**config.mk**
```make
export PLATFORM = sky130hd
export DESIGN_NAME = acc_alu_responder_flat
export DESIGN_NICKNAME = d
export VERILOG_FILES = /design/src/rtl/acc_alu_responder_if.sv /design/src/rtl/acc_alu_responder.sv /design/src/flat_wrapper.sv
export SDC_FILE = /design/constraint.sdc
export NUM_CORES = 1
export LEC_CHECK = 0
export CAP_MARGIN = 25
export CORE_AREA = 10 10 194 196
export DETAILED_ROUTE_END_ITERATION = 10
export DIE_AREA = 0 0 204 206
export PLACE_DENSITY = 0.82
export SYNTH_ARGS = -nofsm -noshare
export SYNTH_HDL_FRONTEND = slang
export SYNTH_SLANG_ARGS = --single-unit
```
**constraint.sdc**
```tcl
create_clock -name clk_i -period 5.8 [get_ports clk_i]
set_clock_uncertainty 0.15 [all_clocks]
set_input_delay 1.16 -clock clk_i [delete_from_list [all_inputs] [get_ports clk_i]]
set_output_delay 1.16 -clock clk_i [all_outputs]
set_load 0.1 [all_outputs]
```
**src/rtl/acc_alu_responder_if.sv**
```systemverilog
// Request/response bundle between the accelerator interconnect
// and one responder; signal suffixes are as seen by the responder.
interface acc_alu_responder_if #(
    parameter int DataWidth = 32,
    parameter int IdWidth   = 6
);
    logic                 q_valid_i;
    logic                 q_ready_o;
    logic [DataWidth-1:0] q_data_arga_i;
    logic [DataWidth-1:0] q_data_argb_i;
    logic [DataWidth-1:0] q_data_argc_i;
    logic [31:0]          q_data_op_i;
    logic [IdWidth-1:0]   q_id_i;
    logic                 p_valid_o;
    logic                 p_ready_i;
    logic [DataWidth-1:0] p_data_o;
    logic                 p_error_o;
    logic [IdWidth-1:0]   p_id_o;

    modport master (
        output q_valid_i, q_data_arga_i, q_data_argb_i,
        output q_data_argc_i, q_data_op_i, q_id_i, p_ready_i,
        input  q_ready_o, p_valid_o, p_data_o, p_error_o, p_id_o
    );

    modport slave (
        input  q_valid_i, q_data_arga_i, q_data_argb_i,
        input  q_data_argc_i, q_data_op_i, q_id_i, p_ready_i,
        output q_ready_o, p_valid_o, p_data_o, p_error_o, p_id_o
    );
endinterface

```
**src/rtl/acc_alu_responder.sv**
```systemverilog
// Accelerator responder: single-cycle add/sub, iterative
// shift-add multiply / multiply-high / multiply-accumulate.
module acc_alu_responder #(
    parameter int DataWidth = 32,
    parameter int IdWidth   = 6
) (
    input logic                clk_i,
    input logic                rst_i,
    acc_alu_responder_if.slave bus
);
    localparam int CntWidth  = $clog2(DataWidth);
    localparam int ProdWidth = 2 * DataWidth;

    localparam logic [2:0] OpAdd  = 3'd0;
    localparam logic [2:0] OpSub  = 3'd1;
    localparam logic [2:0] OpMul  = 3'd2;
    localparam logic [2:0] OpMulh = 3'd3;
    localparam logic [2:0] OpMac  = 3'd4;

    typedef enum logic [1:0] {
        IDLE = 2'd0,
        EXEC = 2'd1,
        RESP = 2'd2
    } state_e;

    state_e                state_q;
    logic [2:0]            op_q;
    logic [ProdWidth-1:0]  a_q;
    logic [ProdWidth-1:0]  acc_q;
    logic [ProdWidth-1:0]  acc_d;
    logic [DataWidth-1:0]  b_q;
    logic [DataWidth-1:0]  c_q;
    logic [CntWidth-1:0]   cnt_q;
    logic                  p_valid_q;
    logic                  p_error_q;
    logic [DataWidth-1:0]  p_data_q;
    logic [IdWidth-1:0]    p_id_q;

    logic                  q_ready;
    logic                  accept;
    logic                  last;
    logic [2:0]            req_op;
    logic                  req_mul;
    logic                  req_err;
    logic [DataWidth-1:0]  req_data;
    logic                  unused_op_hi;

    assign req_op       = bus.q_data_op_i[2:0];
    assign unused_op_hi = ^bus.q_data_op_i[31:3];

    assign q_ready = ~rst_i & ((state_q == IDLE) |
                     ((state_q == RESP) & bus.p_ready_i));
    assign accept  = bus.q_valid_i & q_ready;
    assign last    = (cnt_q == CntWidth'(DataWidth - 1));

    // Decode an incoming request into a direct result or a multiply start
    always_comb begin
        req_data = '0;
        req_err  = 1'b0;
        req_mul  = 1'b0;
        case (req_op)
            OpAdd:  req_data = bus.q_data_arga_i + bus.q_data_argb_i;
            OpSub:  req_data = bus.q_data_arga_i - bus.q_data_argb_i;
            OpMul, OpMulh, OpMac: req_mul = 1'b1;
            default: req_err = 1'b1;
        endcase
    end

    // One shift-add step; the MAC addend joins on the final step
    always_comb begin
        acc_d = acc_q + (b_q[0] ? a_q : '0);
        if (last && (op_q == OpMac)) begin
            acc_d = acc_d + {{DataWidth{1'b0}}, c_q};
        end
    end

    // Control FSM with registered response outputs
    always_ff @(posedge clk_i) begin
        if (rst_i) begin
            state_q   <= IDLE;
            op_q      <= '0;
            a_q       <= '0;
            b_q       <= '0;
            c_q       <= '0;
            acc_q     <= '0;
            cnt_q     <= '0;
            p_valid_q <= 1'b0;
            p_error_q <= 1'b0;
            p_data_q  <= '0;
            p_id_q    <= '0;
        end else begin
            unique case (state_q)
                IDLE, RESP: begin
                    if (accept) begin
                        p_id_q <= bus.q_id_i;
                        if (req_mul) begin
                            a_q       <= {{DataWidth{1'b0}}, bus.q_data_arga_i};
                            b_q       <= bus.q_data_argb_i;
                            c_q       <= bus.q_data_argc_i;
                            op_q      <= req_op;
                            acc_q     <= '0;
                            cnt_q     <= '0;
                            p_valid_q <= 1'b0;
                            state_q   <= EXEC;
                        end else begin
                            p_valid_q <= 1'b1;
                            p_data_q  <= req_data;
                            p_error_q <= req_err;
                            state_q   <= RESP;
                        end
                    end else if ((state_q == RESP) && bus.p_ready_i) begin
                        p_valid_q <= 1'b0;
                        state_q   <= IDLE;
                    end
                end
                EXEC: begin
                    acc_q <= acc_d;
                    a_q   <= a_q << 1;
                    b_q   <= b_q >> 1;
                    cnt_q <= cnt_q + 1'b1;
                    if (last) begin
                        p_valid_q <= 1'b1;
                        p_error_q <= 1'b0;
                        p_data_q  <= (op_q == OpMulh) ?
                                     acc_d[ProdWidth-1:DataWidth] :
                                     acc_d[DataWidth-1:0];
                        state_q   <= RESP;
                    end
                end
                default: state_q <= IDLE;
            endcase
        end
    end

    assign bus.q_ready_o = q_ready;
    assign bus.p_valid_o = p_valid_q;
    assign bus.p_data_o  = p_data_q;
    assign bus.p_error_o = p_error_q;
    assign bus.p_id_o    = p_id_q;
endmodule
```
**src/flat_wrapper.sv**
```systemverilog
// flat-port wrapper written by rule: the top's interface ports become plain ports
module acc_alu_responder_flat 
#(
    parameter int DataWidth = 32,
    parameter int IdWidth   = 6
)
  (clk_i, rst_i, bus_q_valid_i, bus_q_data_arga_i, bus_q_data_argb_i, bus_q_data_argc_i, bus_q_data_op_i, bus_q_id_i, bus_p_ready_i, bus_q_ready_o, bus_p_valid_o, bus_p_data_o, bus_p_error_o, bus_p_id_o);
  acc_alu_responder_if #(.DataWidth(DataWidth), .IdWidth(IdWidth)) bus_i ();
  input logic clk_i;
  input logic rst_i;
  input wire logic [$bits(bus_i.q_valid_i)-1:0] bus_q_valid_i;
  input wire logic [$bits(bus_i.q_data_arga_i)-1:0] bus_q_data_arga_i;
  input wire logic [$bits(bus_i.q_data_argb_i)-1:0] bus_q_data_argb_i;
  input wire logic [$bits(bus_i.q_data_argc_i)-1:0] bus_q_data_argc_i;
  input wire logic [$bits(bus_i.q_data_op_i)-1:0] bus_q_data_op_i;
  input wire logic [$bits(bus_i.q_id_i)-1:0] bus_q_id_i;
  input wire logic [$bits(bus_i.p_ready_i)-1:0] bus_p_ready_i;
  output wire logic [$bits(bus_i.q_ready_o)-1:0] bus_q_ready_o;
  output wire logic [$bits(bus_i.p_valid_o)-1:0] bus_p_valid_o;
  output wire logic [$bits(bus_i.p_data_o)-1:0] bus_p_data_o;
  output wire logic [$bits(bus_i.p_error_o)-1:0] bus_p_error_o;
  output wire logic [$bits(bus_i.p_id_o)-1:0] bus_p_id_o;
  assign bus_i.q_valid_i = bus_q_valid_i;
  assign bus_i.q_data_arga_i = bus_q_data_arga_i;
  assign bus_i.q_data_argb_i = bus_q_data_argb_i;
  assign bus_i.q_data_argc_i = bus_q_data_argc_i;
  assign bus_i.q_data_op_i = bus_q_data_op_i;
  assign bus_i.q_id_i = bus_q_id_i;
  assign bus_i.p_ready_i = bus_p_ready_i;
  assign bus_q_ready_o = bus_i.q_ready_o;
  assign bus_p_valid_o = bus_i.p_valid_o;
  assign bus_p_data_o = bus_i.p_data_o;
  assign bus_p_error_o = bus_i.p_error_o;
  assign bus_p_id_o = bus_i.p_id_o;
  acc_alu_responder #(.DataWidth(DataWidth), .IdWidth(IdWidth)) u_core (.clk_i(clk_i), .rst_i(rst_i), .bus(bus_i));
endmodule
```
==> results of run 1 <==
## state kept, by name, summed over array words and instances (netlist names)
name,count
u_core.a_q,64
u_core.c_q,32
u_core.cnt_q,5
u_core.acc_q,64
u_core.bus.p_valid_o,1
u_core.state_q,2
u_core.bus.p_data_o,32
u_core.bus.p_error_o,1
u_core.op_q,3
u_core.bus.p_id_o,6
u_core.b_q,32
## Yosys cell counts, types with 26 or more instances
cell / count / area share, %
sky130_fd_sc_hd__nand2_1: 422 / 7.9
sky130_fd_sc_hd__nor2_1: 274 / 5.1
sky130_fd_sc_hd__a21oi_1: 255 / 6.4
sky130_fd_sc_hd__dfxtp_1: 242 / 24
sky130_fd_sc_hd__ha_1: 130 / 8.1
sky130_fd_sc_hd__clkbuf_1: 128 / 2.4
sky130_fd_sc_hd__o21ai_0: 117 / 2.9
sky130_fd_sc_hd__nand3_1: 96 / 2.4
sky130_fd_sc_hd__and2_1: 84 / 2.6
sky130_fd_sc_hd__xnor2_1: 77 / 3.4
sky130_fd_sc_hd__a311oi_1: 70 / 3.1
sky130_fd_sc_hd__nor3_1: 63 / 1.6
sky130_fd_sc_hd__a21o_1: 58 / 2.2
sky130_fd_sc_hd__xor2_1: 53 / 2.3
sky130_fd_sc_hd__nand4_1: 47 / 1.5
sky130_fd_sc_hd__inv_1: 44 / 0.82
sky130_fd_sc_hd__a31oi_1: 35 / 1.1
sky130_fd_sc_hd__a211oi_1: 34 / 1.3
sky130_fd_sc_hd__o21a_1: 32 / 1.2
sky130_fd_sc_hd__nor4_1: 26 / 0.81
## report_power, final
group | switching, mW | internal [mW] | total [mW]
registers | 0.0377 | 1.71 | 1.75
clock network | 0.753 | 1.09 | 1.85
logic | 0.519 | 0.321 | 0.840
total | 1.31 | 3.13 | 4.44
## layer usage
layer	track usage, %	part of all wire, %	up-vias	wire (um)
li1	-	-	10310	-
met1	41.61	40	10320	29750
met2	56.62	47	1020	34680
met3	3.934	7.3	217	5377
met4	17.22	5.6	0	4142
met5	0	0	-	0
## worst max-delay path, stage by stage, from the launching register on
cell and delay, ns:
sky130_fd_sc_hd__dfxtp_2 0.35, sky130_fd_sc_hd__and2_4 0.16, sky130_fd_sc_hd__ha_4 0.14, sky130_fd_sc_hd__inv_1 0.05, sky130_fd_sc_hd__fa_1 0.38, sky130_fd_sc_hd__nand2b_1 0.18, sky130_fd_sc_hd__a211o_1 0.38, sky130_fd_sc_hd__a211o_1 0.40
sky130_fd_sc_hd__a21oi_2 0.25, sky130_fd_sc_hd__nor2_1 0.11, sky130_fd_sc_hd__xnor2_2 0.16, sky130_fd_sc_hd__ha_1 0.20, sky130_fd_sc_hd__a21oi_1 0.20, sky130_fd_sc_hd__o21bai_1 0.08, sky130_fd_sc_hd__a21oi_1 0.28, sky130_fd_sc_hd__and3_1 0.23
sky130_fd_sc_hd__nand3_1 0.14, sky130_fd_sc_hd__buf_4 0.21, sky130_fd_sc_hd__a41oi_1 0.18, sky130_fd_sc_hd__buf_4 0.21, sky130_fd_sc_hd__nor4_1 0.08, sky130_fd_sc_hd__xor2_1 0.17, sky130_fd_sc_hd__buf_4 0.18, sky130_fd_sc_hd__o21ai_0 0.43
sky130_fd_sc_hd__a211oi_1 0.14
## what timing repair did
item                                    CTS  global route
endpoints found under the hold margin     0             0
pin swaps                                 0            18
setup buffers                             0             5
gates resized for setup                   2            48
endpoints found under the setup margin    6            51
## stage by stage
stage	hold slack, ns	power [mW]
after global placement	0.2862	2.585
after CTS	0.3021	4.421
after floorplan	0.2697	2.294
after global routing	0.3071	4.570
after detailed placement	0.2933	2.600
final	0.3029	4.435
## cell type report
| class | count | area, um^2 | share of cell area, % |
|---|---|---|---|
| Antenna cell | 1 | 2.502 | 0.01050 |
| Inverter | 44 | 165.2 | 0.6933 |
| Sequential cell | 242 | 4847 | 20.35 |
| Clock inverter | 7 | 87.58 | 0.3677 |
| Tap cell | 455 | 569.3 | 2.390 |
| Clock buffer | 41 | 850.8 | 3.572 |
| Timing Repair Buffer | 296 | 2666 | 11.19 |
| Multi-Input combinational cell | 2277 | 14630 | 61.43 |
## cells by family after synthesis
kind of cell / after synthesis / share of synthesized area (%)
AO/OA/AOI/OAI: 824 / 27.88
AND/OR/NAND/NOR: 1164 / 28.08
multiplexers: 22 / 1.105
flip-flops: 242 / 24.18
buffers and inverters: 215 / 4.334
adder cells (fa/ha/maj): 133 / 8.418
XOR/XNOR: 134 / 6.008
## worst paths after layout
check                           slack (ns)                     end  cells after the start
worst max-delay path                  0.21  u_core.bus.p_data_o[6]                     24
worst min-delay path                  0.30        u_core.acc_q[43]                      2
worst max register to register        0.21  u_core.bus.p_data_o[6]                     24
worst min register to register        0.30        u_core.acc_q[43]                      2
==> parameters.txt, run 1 <==
Parameter                              Value

Placed design
  Number of instances in the placed design ... 3308
  Buffers added on ports ... 149
  Post-DP HPWL ... 57.05 mm
  Worst setup slack before clock tree synthesis ... -0.2286 ns
  Weighted congestion reported at the end of routability-driven placement ... 1.033
  Placement-stage cell area ... 0.02256 mm^2

Power and ir drop
  Power density over the cells ... 186.2 mW/mm^2
  Leak ... 9.371 nW
  VDD IR-drop max ... 0.2604 mV

Timing
  Final sum of negative setup slack ... 0 ns
  Crit path time final ... 5.592 ns
  Hold violation total from the final report ... 0
  Fmax achieved ... 0.1788 GHz
  Final worst-path setup slack ... 0.2076 ns
  Final setup violating endpoints ... 0
  Worst rel slew slack ... 27.67%
  Number of max-slew violations in the final report ... 0
  Slew at the pin with the worst max-slew slack ... 1.082 ns
  Final clock period utilization by the worst path ... 96.42%

Yosys
  Post-Syn Instances ... 2734
  Primary FF master, synth ... sky130_fd_sc_hd__dfxtp_1
  Number of flops mapped to enable cells by yosys ... 0
  Yosys warning total ... 0
  Post-synth cell types ... 106
  Part of the Yosys area used for sequential elements ... 24.18%
  Number of nets produced by synthesis ... 3005
  Number of storage elements in the synthesis netlist ... 242
  Cell Area, Synth ... 0.02004 mm^2
  Share of async-settable or async-resettable flops after synthesis ... 0%
  Synthesized area per cell ... 7.328 um^2

Clocking
  Hold-fix buffers at CTS ... 0
  CTS root buffer ... sky130_fd_sc_hd__clkbuf_16
  Total CTS buffers ... 28
  Total number of clock tree sinks ... 242
  Clock-pin slew reported for the worst setup and hold paths after clock tree synthesis ... 0.06 ns
  Clock tree from TritonCTS ... yes
  Clock latency reported for the late side of the worst-skew pair ... 0.57 ns
  Clock Tree Buf Depth ... 3
  H-tree level count ... 1

Routing
  Drc violations ... 0
  Antenna violation net count after detailed routing ... 0
  Post-DR wirelength/cell ... 21.99 um
  Iteration-0 DRC count of the detailed router ... 2071
  Vias after detailed routing ... 21.87k
  Wire length reported by the detailed router ... 73.95 mm
  Iteration count of the initial detailed-routing pass ... 6
  Detail-routed via count per cell ... 6.502

Setup path
  Arrival @ worst endpoint ... 5.87 ns
  Kind of launch point of the worst setup path ... flop
  Sort of element at the end of the critical path ... flop
  Setup crit start ... u_core.b_q[0]
  WP data required ... 6.08 ns
  Start of the worst register-to-register path ... u_core.b_q[0]
  Peak fanout along the critical path ... 7
  Critical Setup Path Class ... reg -> reg

Outcome
  Status ... complete, no violations

Layout
  Number of nets in the finished design ... 3160
  Final standard cell count with taps included and fillers excluded ... 3363
  Top library cells by usage in the layout, fill and taps aside ... sky130_fd_sc_hd__nand2_1 (422), sky130_fd_sc_hd__nor2_1 (273), sky130_fd_sc_hd__a21oi_1 (251)
  Area Overhead vs Synth ... 18.90%
  Number of fill cells in the layout ... 2777
  Share of layout cells above drive strength 1 ... 10.66%
  Share of the core filled with cells in the final layout ... 70.17%
  Cell area after layout ... 0.02382 mm^2
  Most frequent standard cell in the layout excluding fill and tap cells ... sky130_fd_sc_hd__nand2_1

Global routing
  Via count of the first global-routing pass ... 20.78k
  Wire length of the first global-routing pass ... 114.0 mm
  Overall overflow remaining after global route ... 0
  Antenna violations before repair ... 1
  Largest net degree at the start of global routing ... 149
  Overall global routing resource usage ... 33.58%

Floorplan
  Starting density of the core ... 59.02%
  Die Footprint ... 0.04202 mm^2
  Vertical die dimension ... 206 um
  Core Box Area ... 0.03395 mm^2
  Std cell rows ... 68
  I/O pin count ... 179
  Die X ... 204 um

Flow run
  Number of max-cap violations ... 0

Worst hold path
  Kind of path behind the tightest hold check ... reg -> reg
  Hold Crit Start ... u_core.acc_q[43]
Power figures use the tool's default switching activity.
==> run 2, diff against run 1 <==
--- a/config.mk
+++ b/config.mk
@@ -10,6 +10,7 @@
 export DETAILED_ROUTE_END_ITERATION = 10
 export DIE_AREA = 0 0 204 206
 export PLACE_DENSITY = 0.82
+export SKIP_CTS_REPAIR_TIMING = 1
 export SYNTH_ARGS = -nofsm -noshare
 export SYNTH_HDL_FRONTEND = slang
 export SYNTH_SLANG_ARGS = --single-unit
==> run 2 against run 1 <==
  * Non-clock buffer count did not move
  * Setup slack worse by 0.0099 ns
  * Flip-flop and latch count unchanged
==> parameters.txt, run 2 (synthesized netlist as in run 1, its figures left out) <==
Parameter                              Value

Routing
  Drc violations ... 0
  Post-DR wirelength/cell ... 22.01 um
  Antenna violation net count after detailed routing ... 0
  Detail-routed via count per cell ... 6.495
  Iteration-0 DRC count of the detailed router ... 2041
  Iteration count of the initial detailed-routing pass ... 6
  Wire length reported by the detailed router ... 74.03 mm
  Vias after detailed routing ... 21.84k

Timing
  Final clock period utilization by the worst path ... 96.59%
  Hold violation total from the final report ... 0
  Slew at the pin with the worst max-slew slack ... 1.083 ns
  Final setup violating endpoints ... 0
  Worst rel slew slack ... 27.58%
  Fmax achieved ... 0.1785 GHz
  Final worst-path setup slack ... 0.1978 ns
  Number of max-slew violations in the final report ... 0
  Crit path time final ... 5.602 ns

Layout
  Share of layout cells above drive strength 1 ... 10.73%
  Most frequent standard cell in the layout excluding fill and tap cells ... sky130_fd_sc_hd__nand2_1
  Number of fill cells in the layout ... 2778
  Final standard cell count with taps included and fillers excluded ... 3363
  Largest registers ranked by flip-flop count ... u_core.a_q x64, u_core.acc_q x64
  Top library cells by usage in the layout, fill and taps aside ... sky130_fd_sc_hd__nand2_1 (422), sky130_fd_sc_hd__nor2_1 (273), sky130_fd_sc_hd__a21oi_1 (251)
  Area Overhead vs Synth ... 18.95%
  Share of the core filled with cells in the final layout ... 70.20%
  Number of nets in the finished design ... 3160

Setup path
  Register-to-Register Setup Slack ... 0.20 ns
  WP data required ... 6.08 ns
  Peak fanout along the critical path ... 7
  Crit path top cell by count ... sky130_fd_sc_hd__buf_4
  Kind of launch point of the worst setup path ... flop
  Critical Path Max Stage Delay ... 0.44 ns
  CP max stage cell ... sky130_fd_sc_hd__o21ai_0
  Critical Setup Path Class ... reg -> reg
  Sort of element at the end of the critical path ... flop
  Series of cell instances along the critical path ... and2_4 -> ha_4 -> inv_1 -> fa_1 -> nand2b_1 -> a211o_1 -> a211o_1 -> a21oi_2 -> nor2_1 -> xnor2_2 -> ha_1 -> a21oi_1 -> o21bai_1 -> a21oi_1 -> and3_1 -> nand3_1 -> buf_4 -> a41oi_1 -> buf_4 -> nor4_1 -> xor2_1 -> buf_4 -> o21ai_0 -> a211oi_1
  Arrival @ worst endpoint ... 5.89 ns

Flow run
  Number of max-cap violations ... 0

Placed design
  Number of instances in the placed design ... 3308
  Buffers added on ports ... 149
  Weighted congestion reported at the end of routability-driven placement ... 1.033
  Worst setup slack before clock tree synthesis ... -0.2286 ns
  Post-DP HPWL ... 57.05 mm

Clocking
  Total CTS buffers ... 28
  CTS root buffer ... sky130_fd_sc_hd__clkbuf_16
  Clock latency reported for the late side of the worst-skew pair ... 0.57 ns
  H-tree level count ... 1
  Total number of clock tree sinks ... 242
  Clock Tree Buf Depth ... 3
  Clock-pin slew reported for the worst setup and hold paths after clock tree synthesis ... 0.06 ns
  Clock tree from TritonCTS ... yes

Floorplan
  I/O pin count ... 179
  Vertical die dimension ... 206 um
  Std cell rows ... 68
  Die Footprint ... 0.04202 mm^2
  Die X ... 204 um
  Core Box Area ... 0.03395 mm^2
  Starting density of the core ... 59.02%

Global routing
  Largest net degree at the start of global routing ... 149
  Overall global routing resource usage ... 33.58%
  Via count of the first global-routing pass ... 20.78k
  Overall overflow remaining after global route ... 0
  Antenna violations before repair ... 1
  Wire length of the first global-routing pass ... 114.0 mm

Outcome
  Status ... complete, no violations

Power and ir drop
  VDD IR-drop max ... 0.2617 mV
  Total power ... 4.435 mW
  Power density over the cells ... 186.1 mW/mm^2
  Leak ... 9.366 nW

Worst hold path
  Kind of path behind the tightest hold check ... reg -> reg
run 2: cell counts in the layout (fill, tap and decap cells not counted):
Identical to the previous run, type by type.
run 2: critical path, delay by kind of cell, from the launching register on:
family	cells	cell delay, ns
buffers and inverters	4	0.65
adder cells (fa/ha/maj)	3	0.72
AO/OA/AOI/OAI	9	2.36
flip-flops	1	0.35
XOR/XNOR	2	0.33
AND/OR/NAND/NOR	6	0.90
run 2: metrics by stage:
step | setup TNS (ns) | hold WS, ns | instance area (um^2)
final | 0 | 0.3051 | 23830
after global routing | -0.1471 | 0.3071 | 23830
after CTS | -0.2829 | 0.3021 | 23500
after detailed placement | -0.9389 | 0.2933 | 22560
after global placement | -0.3380 | 0.2862 | 22560
after floorplan | 0 | 0.2697 | 20040
run 2: worst paths after layout:
check / from / end / depth (start not counted)
setup / recovery: u_core.b_q[0] / u_core.bus.p_data_o[6] / 24
hold / removal: u_core.acc_q[43] / u_core.acc_q[43] / 2
setup reg to reg: u_core.b_q[0] / u_core.bus.p_data_o[6] / 24
hold reg to reg: u_core.acc_q[43] / u_core.acc_q[43] / 2
run 2: layer usage:
| metal | global-route usage (%) | up-vias | wire [um] |
|---|---|---|---|
| met5 | 0 | - | 0 |
| met4 | 17.22 | 0 | 4171 |
| met3 | 3.950 | 217 | 5388 |
| met2 | 56.62 | 1029 | 34590 |
| met1 | 41.60 | 10290 | 29880 |
| li1 | - | 10310 | - |
run 2: power breakdown:
group | internal [mW] | switching [mW]
clock | 1.09 | 0.752
sequential | 1.71 | 0.0378
combinational | 0.321 | 0.519
run 2: layout make-up:
type / instances / area [um^2] / area share [%]
diodes: 1 / 2.502 / 0.01050
clock buffers: 41 / 850.8 / 3.570
clock inverters: 7 / 87.58 / 0.3675
inverters: 44 / 165.2 / 0.6930
multi-input cells: 2277 / 14640 / 61.44
flip-flops and latches: 242 / 4847 / 20.34
well taps: 455 / 569.3 / 2.389
repair buffers: 296 / 2666 / 11.19
==> run 3, diff against run 2 <==
--- a/config.mk
+++ b/config.mk
@@ -9,6 +9,7 @@
 export CORE_AREA = 10 10 194 196
 export DETAILED_ROUTE_END_ITERATION = 10
 export DIE_AREA = 0 0 204 206
+export GPL_ROUTABILITY_DRIVEN = 0
 export PLACE_DENSITY = 0.82
 export SKIP_CTS_REPAIR_TIMING = 1
 export SYNTH_ARGS = -nofsm -noshare
==> run 3 against run 2 <==
  * Largest cell class unchanged
  * Die area did not move
  * Global-route usage fell by 2.6 points
  * Largest power group unchanged
  * Count of clock-buffer cells in the layout fell by 1
  * First-iteration DRC count rose by 36%
==> parameters.txt, run 3 (synthesized netlist as in run 1, its figures left out) <==
Parameter                              Value

Placed design
  Worst setup slack before clock tree synthesis ... -0.2346 ns
  Post-DP HPWL ... 52.03 mm
  Buffers added on ports ... 149
  Placement-stage cell area ... 0.02227 mm^2

Power and ir drop
  Clk network pwr share ... 43.2%
  Combinational power share ... 18.2%
  Net switching fraction of the power ... 29.22%
  Power density over the cells ... 192.6 mW/mm^2
  Register share of total power ... 38.6%
  VDD IR-drop max ... 0.2393 mV
  Leak ... 9.248 nW
  Internal power ... 3.206 mW
  Switching power of the nets ... 1.323 mW
  Total power ... 4.530 mW

Clocking
  Clock-pin slew reported for the worst setup and hold paths after clock tree synthesis ... 0.06 ns
  CTS root buffer ... sky130_fd_sc_hd__clkbuf_16
  Clock tree from TritonCTS ... yes
  Total number of clock tree sinks ... 242
  Clock latency reported for the late side of the worst-skew pair ... 0.60 ns
  Clock Tree Buf Depth ... 3
  H-tree level count ... 1
  Total CTS buffers ... 29

Timing
  Final clock period utilization by the worst path ... 97.02%
  Final sum of negative setup slack ... 0 ns
  Hold violation total from the final report ... 0
  Slew at the pin with the worst max-slew slack ... 1.167 ns
  Worst rel slew slack ... 21.91%
  Fmax achieved ... 0.1777 GHz
  Number of max-slew violations in the final report ... 0
  Final setup violating endpoints ... 0
  Hold Slack ... 0.2933 ns
  Crit path time final ... 5.627 ns
  RSZ-0062 raised after global routing ... true
  Final worst-path setup slack ... 0.1730 ns

Routing
  Vias after detailed routing ... 22.16k
  Post-DR wirelength/cell ... 20.57 um
  Detail-routed via count per cell ... 6.642
  Antenna violation net count after detailed routing ... 0
  Drc violations ... 0
  Iteration-0 DRC count of the detailed router ... 2768
  Wire length reported by the detailed router ... 68.62 mm
  Iteration count of the initial detailed-routing pass ... 6

Global routing
  Overall global routing resource usage ... 31.00%
  Overall overflow remaining after global route ... 0
  Wire length of the first global-routing pass ... 107.4 mm
  Largest net degree at the start of global routing ... 100
  Antenna violations before repair ... 3
  Via count of the first global-routing pass ... 20.81k

Floorplan
  Die X ... 204 um
  Core Box Area ... 0.03395 mm^2
  Std cell rows ... 68
  Starting density of the core ... 59.02%
  Vertical die dimension ... 206 um
  I/O pin count ... 179
  Die Footprint ... 0.04202 mm^2

Flow run
  Number of max-cap violations ... 0

Layout
  Cell area after layout ... 0.02352 mm^2
  Largest registers ranked by flip-flop count ... u_core.a_q x64, u_core.acc_q x64
  Share of layout cells above drive strength 1 ... 9.590%
  Most frequent standard cell in the layout excluding fill and tap cells ... sky130_fd_sc_hd__nand2_1
  Area Overhead vs Synth ... 17.39%
  Number of nets in the finished design ... 3128
  Top library cells by usage in the layout, fill and taps aside ... sky130_fd_sc_hd__nand2_1 (422), sky130_fd_sc_hd__nor2_1 (273), sky130_fd_sc_hd__a21oi_1 (252)

Worst hold path
  Kind of path behind the tightest hold check ... reg -> reg

Setup path
  Peak fanout along the critical path ... 4
  Arrival @ worst endpoint ... 5.92 ns
  Kind of launch point of the worst setup path ... flop
  WP data required ... 6.09 ns
  Sort of element at the end of the critical path ... flop
  Critical Setup Path Class ... reg -> reg

Outcome
  Status ... complete, no violations
[run 3: cell types whose count changed in the layout (fill, tap and decap cells not counted), moves of 3 or more]
cell	before	now
sky130_fd_sc_hd__ha_1	124	128
sky130_fd_sc_hd__buf_12	4	0
sky130_fd_sc_hd__buf_4	142	113
sky130_fd_sc_hd__o21ai_0	110	113
sky130_fd_sc_hd__ha_4	3	0
[run 3: layer usage]
metal,global-route usage (%),vias to the layer above,part of all wire [%]
met2,51.31,1251,46
met5,0,-,0
li1,-,10250,-
met1,37.02,10320,38
met3,5.188,334,9.0
met4,19.25,0,7.1
[run 3: metrics by stage]
| step | utilization (%) | std cells |
|---|---|---|
| floorplan | - | 2734 |
| global placement | 65.61 | 3276 |
| detailed placement | 65.61 | 3276 |
| CTS | 68.61 | 3328 |
| global route | 69.26 | 3333 |
| finish | 69.28 | 3336 |
[run 3: area by class of cell]
| cell class | count | area, um^2 |
|---|---|---|
| Clock inverter | 12 | 178.9 |
| Timing Repair Buffer | 263 | 2352 |
| Antenna cell | 3 | 7.507 |
| Inverter | 44 | 165.2 |
| Tap cell | 455 | 569.3 |
| Clock buffer | 40 | 837.1 |
| Multi-Input combinational cell | 2277 | 14570 |
| Fill cell | 2800 | 10430 |
| Sequential cell | 242 | 4845 |
[run 3: path summary, 6_finish.rpt]
| check | startpoint | to | slack, ns | cells past startpoint |
|---|---|---|---|---|
| min reg2reg | u_core.acc_q[45] | u_core.acc_q[45] | 0.29 | 2 |
| max | u_core.a_q[0] | u_core.bus.p_data_o[31] | 0.17 | 22 |
| max reg2reg | u_core.a_q[0] | u_core.bus.p_data_o[31] | 0.17 | 22 |
| min | u_core.acc_q[45] | u_core.acc_q[45] | 0.29 | 2 |
[run 3: worst max-delay path, stage by stage (launching register included)]
cell and delay [ns]:
sky130_fd_sc_hd__dfxtp_1 0.35, sky130_fd_sc_hd__and2_1 0.15, sky130_fd_sc_hd__ha_1 0.20, sky130_fd_sc_hd__inv_1 0.08, sky130_fd_sc_hd__fa_1 0.42, sky130_fd_sc_hd__nand2b_1 0.19
sky130_fd_sc_hd__a211o_1 0.33, sky130_fd_sc_hd__a31o_2 0.31, sky130_fd_sc_hd__a211oi_1 0.30, sky130_fd_sc_hd__buf_4 0.18, sky130_fd_sc_hd__nor2_1 0.09, sky130_fd_sc_hd__xnor2_2 0.29
sky130_fd_sc_hd__ha_1 0.33, sky130_fd_sc_hd__and2_1 0.19, sky130_fd_sc_hd__and3_1 0.26, sky130_fd_sc_hd__a21boi_0 0.15, sky130_fd_sc_hd__a31o_2 0.24, sky130_fd_sc_hd__or4_1 0.40
sky130_fd_sc_hd__a31oi_1 0.19, sky130_fd_sc_hd__buf_4 0.17, sky130_fd_sc_hd__o31ai_1 0.10, sky130_fd_sc_hd__a311oi_1 0.30, sky130_fd_sc_hd__o31ai_1 0.11
[run 3: power groups by stage]
| stage | registers [mW] | logic (mW) | clock network (mW) |
|---|---|---|---|
| 2_1_floorplan | 1.90 | 0.395 | 0 |
| 3_5_place_dp | 1.78 | 0.804 | 0 |
| 5_1_grt | 1.75 | 0.882 | 2.03 |
| 4_1_cts | 1.75 | 0.810 | 1.97 |
| 3_3_place_gp | 1.78 | 0.785 | 0 |
| 6_report | 1.75 | 0.826 | 1.96 |
